[config.mk]
export PLATFORM = sky130hd
export DESIGN_NAME = fp_adder_arbiter
export DESIGN_NICKNAME = d
export VERILOG_FILES = /design/src/rtl/fp_adder_arbiter.sv
export SDC_FILE = /design/constraint.sdc
export NUM_CORES = 1
export LEC_CHECK = 0
export ABC_AREA = 1
export CAP_MARGIN = 5
export CORE_ASPECT_RATIO = 1.1
export CORE_MARGIN = 5
export CORE_UTILIZATION = 38
export CTS_CLUSTER_SIZE = 20
export DETAILED_ROUTE_END_ITERATION = 12
export GPL_ROUTABILITY_DRIVEN = 0
export PLACE_DENSITY = 0.9
export SLEW_MARGIN = 20
export SYNTH_ARGS = -nofsm -noshare
export SYNTH_HDL_FRONTEND = slang
export SYNTH_SLANG_ARGS = --single-unit
[constraint.sdc]
create_clock -name clk -period 3.4 [get_ports clk]
set_input_delay 0.68 -clock clk [delete_from_list [all_inputs] [get_ports clk]]
set_output_delay 0.68 -clock clk [all_outputs]
set_load 0.05 [all_outputs]
[src/rtl/fp_adder_arbiter.sv]
// Round-robin sequencer sharing one combinational 16-bit add/sub among NREQ requesters.
// Accept at t, adder sampled at t+1, rsp_valid from t+2; one op in flight, req_ready held low until the response is taken.
module fp_adder_arbiter #(
   parameter int NREQ = 4,
   parameter int IDW  = $clog2(NREQ)
) (
   input  logic                 clk,
   input  logic                 rst,
   input  logic [NREQ-1:0]      req_valid,
   output logic [NREQ-1:0]      req_ready,
   input  logic [NREQ*16-1:0]   req_a,
   input  logic [NREQ*16-1:0]   req_b,
   input  logic [NREQ-1:0]      req_op,
   output logic [NREQ-1:0]      rsp_valid,
   input  logic [NREQ-1:0]      rsp_ready,
   output logic [15:0]          rsp_data,
   output logic [15:0]          add_a,
   output logic [15:0]          add_b,
   output logic                 add_op,
   input  logic [15:0]          add_result,
   output logic                 busy,
   output logic [IDW-1:0]       gnt_id
);

   typedef enum logic [1:0] {IDLE, ISSUE, RESP} state_t;

   typedef struct packed {
      logic [15:0] a;
      logic [15:0] b;
      logic        op;
   } opnd_t;

   state_t          state;
   opnd_t           opnd_q;
   opnd_t           sel_opnd;
   logic [IDW-1:0]  ptr;
   logic [IDW-1:0]  ptr_nxt;
   logic [IDW-1:0]  win;
   logic [IDW-1:0]  idx;
   logic            found;
   logic [NREQ-1:0] rsp_valid_q;

   // First valid requester at or after ptr, wrapping at NREQ-1.
   always_comb begin
      win   = '0;
      idx   = '0;
      found = 1'b0;
      for (int k = 0; k < NREQ; k++) begin
         idx = IDW'((int'(ptr) + k) % NREQ);
         if (!found && req_valid[idx]) begin
            win   = idx;
            found = 1'b1;
         end
      end
   end

   always_comb begin
      sel_opnd = '0;
      for (int k = 0; k < NREQ; k++) begin
         if (win == IDW'(k)) begin
            sel_opnd.a  = req_a[k*16 +: 16];
            sel_opnd.b  = req_b[k*16 +: 16];
            sel_opnd.op = req_op[k];
         end
      end
   end

   assign ptr_nxt   = (win == IDW'(NREQ-1)) ? '0 : win + 1'b1;
   // Gated by rst so no grant is offered while reset is held.
   assign req_ready = (rst && state == IDLE && found) ? (NREQ'(1) << win) : '0;
   assign rsp_valid = rsp_valid_q;
   assign add_a     = opnd_q.a;
   assign add_b     = opnd_q.b;
   assign add_op    = opnd_q.op;

   always_ff @(posedge clk or negedge rst) begin
      if (!rst) begin
         state       <= IDLE;
         opnd_q      <= '0;
         ptr         <= '0;
         gnt_id      <= '0;
         rsp_data    <= '0;
         rsp_valid_q <= '0;
         busy        <= 1'b0;
      end else begin
         case (state)
            IDLE: begin
               if (found) begin
                  opnd_q <= sel_opnd;
                  gnt_id <= win;
                  ptr    <= ptr_nxt;
                  busy   <= 1'b1;
                  state  <= ISSUE;
               end
            end
            ISSUE: begin
               rsp_data    <= add_result;
               rsp_valid_q <= NREQ'(1) << gnt_id;
               state       <= RESP;
            end
            RESP: begin
               if (rsp_ready[gnt_id]) begin
                  rsp_valid_q <= '0;
                  busy        <= 1'b0;
                  state       <= IDLE;
               end
            end
            default: state <= IDLE;
         endcase
      end
   end

endmodule

### Word-level counts from Yosys, hierarchy flattened

Index checks and enable logic that the tools add are counted.
W data, S select, Z words.

| operators by class | value |
|---|---|
| add/subtract/negate cells | 4 |
| magnitude comparators | 5 |
| eq/ne operators | 7 |
| shifts and indexed selects | 2 |
| multiplexer cells | 32 |
| reductions and logical operators | 16 |

Operators by type and width:

| cell | number |
|---|---|
| $mux W33 | 4 |
| $lt A2 B3 Y1 const B | 5 |
| $mux W2 | 7 |
| $mux W1 | 11 |
| $bmux W1 S2 | 5 |
| $mux W4 | 2 |
| $pmux W4 S2 | 1 |
| $shl A1 B2 Y4 const A | 2 |
| $eq A2 B2 Y1 const B | 3 |
| $pmux W2 S3 | 1 |
| $reduce_and A2 Y1 | 3 |
| $logic_and A1 B1 Y1 | 5 |
| $add A2 B1 Y2 const B | 2 |
| $add A2 B2 Y2 const B | 2 |
| $eq A2 B1 Y1 const B | 2 |
| $logic_not A2 Y1 | 2 |
| $ne A2 B2 Y1 const B | 2 |
| $reduce_bool A2 Y1 | 2 |
| $logic_not A1 Y1 | 3 |
| $reduce_and A3 Y1 | 1 |
| $pmux W1 S2 | 1 |

| storage, ports and cells | value |
|---|---|
| register bits | 60 |
| output and inout port bits | 60 |
| word-level logic and storage cells | 75 |

### Longest topological paths before layout

| logic depth | value |
|---|---|
| depth after elaboration | 17 |
| mapped depth | 19 |
| gate-level depth less buffers | 18 |

### Worst setup path before layout

Ideal clock, no wire load.

| path | value |
|---|---|
| kind | input-to-output |
| from | input port req_valid[3] |
| to | output port req_ready[1] |
| arrival | 2.708 ns |
| slack | 0.012 ns |
| stages on the path | 14 |
| cells stage by stage | inv_1 -> nand2_2 -> nand3_1 -> nand2_2 -> inv_1 -> nand2_1 -> nand2_1 -> nand3_1 -> inv_1 -> ha_1 -> clkbuf_1 -> clkbuf_1 -> inv_1 -> nor2_1 |

| between the ends | value |
|---|---|
| longest elaborated chain between the ends | 14 |

Ends and longest elaborated chain:

| item | line | text |
|---|---|---|
| start: declaration | 9 | `input logic [NREQ-1:0] req_valid,` |
| $bmux W1 S2 | 50 | `if (!found && req_valid[idx]) begin` |
| $mux W1 (implied by the code) | 50 |  |
| $mux W1 | 50 |  |
| $logic_not A1 Y1 | 50 |  |
| $logic_and A1 B1 Y1 | 50 |  |
| $mux W1 | 50 |  |
| $logic_not A1 Y1 | 50 |  |
| $logic_and A1 B1 Y1 | 50 |  |
| $mux W1 | 50 |  |
| $logic_not A1 Y1 | 50 |  |
| $logic_and A1 B1 Y1 | 50 |  |
| $mux W2 * | 50 |  |
| named net win[0] | 38 | `logic [IDW-1:0] win;` |
| $shl A1 B2 Y4 * | 70 | `assign req_ready = (rst && state == IDLE && found) ? (NREQ'(1) << win) : '0;` |
| $mux W4 * | 70 |  |
| end: declaration | 10 | `output logic [NREQ-1:0] req_ready,` |

Mark *: on every way through the listed nets, which the timed path passes. The rest lies on a longest branch. The select of a mux whose other input is x is not followed.

### Worst setup path in the final report

| path | value |
|---|---|
| from | input port req_valid[0] |
| to | output port req_ready[3] |

The elaborated chain is that of the path after synthesis.

==> reports/qor.tcl <==
set qor(timing.critical_path.from_type) {input pin}
set qor(layoutNonFillerInstCount) 877
set qor(n_antenna_cell) 0
set qor(criticalPathCategory) {in2out}
set qor(row_count) 37
set qor(post_drt_via_cell_ratio) 4.95
set qor(cts.clk_slew.worst_paths_ps) 60
set qor(synth.yosys.warnings) 0
set qor(max_stage_delay_ps) 500
set qor(cts-hold-fix-buffers) 0
set qor(numCtsBuffers) 9
set qor(drv_slew) 0
set qor(postSynthAreaPerCell_sq_um) 6.58
set qor(largest_family_of_logic_cells_by_synthesized_area) {simple AND/OR/NAND/NOR gates}
set qor(finalCoreUtilization_pct) 66.2
set qor(layout-drive-gt1-share_pct) 6.45
set qor(cts_tree) {built}
set qor(post_route_ant_nets) 0
set qor(yosys.area_share.xor_xnor_pct) 0
set qor(cts-root-buf) {clkbuf_8}
set qor(timing.critical_path.slowest_stage_cell) {clkdlybuf4s50_1}
set qor(timing.max_cap.violations) 0
set qor(die_area_sq_mm) 0.0116
set qor(num-nets-final) 917
set qor(1st_pass_router_iterations) 4
set qor(route.top_layer_used) {met4}
set qor(dr_wl_met2_mm) 6.66
set qor(io_buffer_count) 217
set qor(crit_top_cell) {inv_1}
set qor(design.core.area_sq_mm) 0.00935
set qor(cts-root-to-sink-buffers) 2
set qor(yosys.area.top_type_share_pct) 41.4
set qor(post_synth_inst_count) 551
set qor(run_status) {completed}
set qor(syn_area_sq_mm) 0.00363
set qor(crit_fanout) 3
set qor(drt_iter0_drc) 153
set qor(final_critical_period_ps) 3280
set qor(die-width_microns) 103
set qor(worstSetupEndpointType) {primary output}
set qor(register_area_share_after_synthesis_pct) 41.4
set qor(worst_slew_pin_slew_ps) 750
set qor(finalCritPeriodShare_pct) 96.6
set qor(netlist_top_cells_area) {dfrtp_1, nand2_1, o21ai_0}
set qor(synth_cell_types) 20
set qor(final.setup.tns_ps) 0
set qor(clock_sink_count) 60
set qor(drcViolationCount) 0
set qor(die_y_microns) 112
set qor(synth_adder_area_share_pct) 1.38
set qor(achievable-frequency_mhz) 304
set qor(num_io_pins) 218
set qor(synth_compound_gate_area_share_pct) 14.7
set qor(placed_cells) 861
set qor(final_cell_mix) {nand2_1, clkdlybuf4s50_1, o21ai_0, dfrtp_1, a21oi_1}
set qor(detail_route.wirelength.met1_mm) 4.74
set qor(crit_chain) {clkdlybuf4s50_1, inv_1, nand2_1, o21ai_0, o21ai_1, nand3_1, nand3_1, nand2_2, inv_1, ha_2, inv_1, nor2_1, buf_12}
set qor(grt.total_usage_pct) 22.4
set qor(h_tree_lvls) 3
set qor(insertion_delay_ps) 320
set qor(dp_hpwl_mm) 10.3
set qor(initial_utilization_pct) 38.8
set qor(yosys_register_bits) 60
set qor(grt_start_max_net_pins) 67
set qor(post-synth-top-area-cell) {dfrtp_1}
set qor(critical-path-top-delay-family) {buffers and inverters}
set qor(timing.slew.headroom_pct) 50.0
set qor(path_buf_inv) 5
set qor(simple_logic_cell_fraction_of_the_synthesized_area_pct) 35.6
set qor(area_overhead_of_the_layout_relative_to_synthesis_pct) 70.7
set qor(routed_wl_mm) 13.1
set qor(syn_nets) 713
set qor(final.setup_skew_ps) 7.75
set qor(holdCritPathClass) {reg2reg}
set qor(routed_wire_length_per_instance_microns) 15.0
set qor(number_of_antenna_violations_at_the_first_check_in_global_routing) 0
set qor(setup_violations) 0
set qor(hold-worst-slack_ps) 475
set qor(routed-via-count) 4339
set qor(globalRoute.totalOverflow) 0
set qor(worstPathRequired_ps) 2720
set qor(wl_met3_mm) 1.28
set qor(grt_pass1_vias) 4534
set qor(most_frequent_standard_cell_in_the_layout_excluding_fill_and_tap_cells) {nand2_1}
set qor(final_report_hold_violation_count) 0
set qor(wire_length_of_the_first_global_routing_pass_mm) 20.8
set qor(post-cts-setup-buffers) 0
set qor(critPathArrivalTime_ps) 2600
set qor(yosys-mux-area-fraction_pct) 0
-- synth_stat cells, drive strengths merged --
master,n
inv,19
nand3,18
nand4,2
clkbuf,18
clkinv,1
buf,15
a21oi,33
nand2,298
a22oi,1
dfrtp,60
nor2,10
ha,4
o21ai,72
-- metrics by stage --
step                setup slack [ps]  instance area (sq um)
global placement                 143                   5900
CTS                             36.7                   6170
global route                   -53.0                   6190
floorplan                       12.4                   3630
finish                           116                   6190
detailed placement             -17.9                   5900
-- state kept, by name (all words and copies together) (netlist names) --
| register | cells |
|---|---|
| add_a | 16 |
| add_b | 16 |
| add_op | 1 |
| busy | 1 |
| gnt_id | 2 |
| ptr | 2 |
| rsp_data | 16 |
| rsp_valid | 4 |
| state | 2 |
-- kinds of logic (layout without fill, tap and decap cells) --
| logic type | count (synthesis) | in the layout |
|---|---|---|
| buffers and inverters | 53 | 262 |
| adder cells (fa/ha/maj) | 4 | 4 |
| flip-flops | 60 | 60 |
| AND/OR/NAND/NOR | 328 | 328 |
| AO/OA/AOI/OAI | 106 | 106 |
-- final timing paths --
| path | cells after the start | start | end | slack (ps) |
|---|---|---|---|---|
| worst max-delay path | 13 | req_valid[0] | req_ready[3] | 120 |
| worst min-delay path | 2 | add_b[11] | add_b[11] | 480 |
| worst max register to register | 17 | ptr[0] | add_a[12] | 600 |
| worst min register to register | 2 | add_b[11] | add_b[11] | 480 |
| max in group asynchronous | 2 | rst | ptr[0] | 2300 |
| min in group asynchronous | 2 | rst | add_a[6] | 540 |
-- what timing repair did --
item / in CTS / in global routing
cloned: 0 / 0
endpoints found under the setup margin: 1 / 5
resized for setup: 1 / 7
hold endpoints to repair: 0 / 0
-- layer usage --
metal,vias up,track usage [%]
met4,0,8.98
met5,-,0
met1,1939,24.3
met2,213,40.4
li1,2151,-
met3,36,6.22
-- worst register-to-register path: stages (launching register included) --
cell,delay (ps)
dfrtp_2,490
inv_2,150
nand2_1,60
nand2_1,110
nand2_1,100
nand3_1,110
nand2_1,60
nand2_1,120
nand3_2,150
inv_1,120
ha_1,210
buf_4,360
a21oi_1,140
nand2_1,80
o21ai_0,130
o21ai_0,220
nand2_1,80
nand2_1,70
-- final cells by class --
type | instances | area, sq um
flip-flops and latches | 60 | 1500
clock buffers | 13 | 179
well taps | 117 | 146
repair buffers | 226 | 2300
multi-input cells | 438 | 1900
clock inverters | 3 | 90.1
fillers | 774 | 3160
inverters | 20 | 75.1
Power is left out: the tool's default activity adds up to more than one toggle a clock period on the data nets, which glitch-free logic cannot reach.
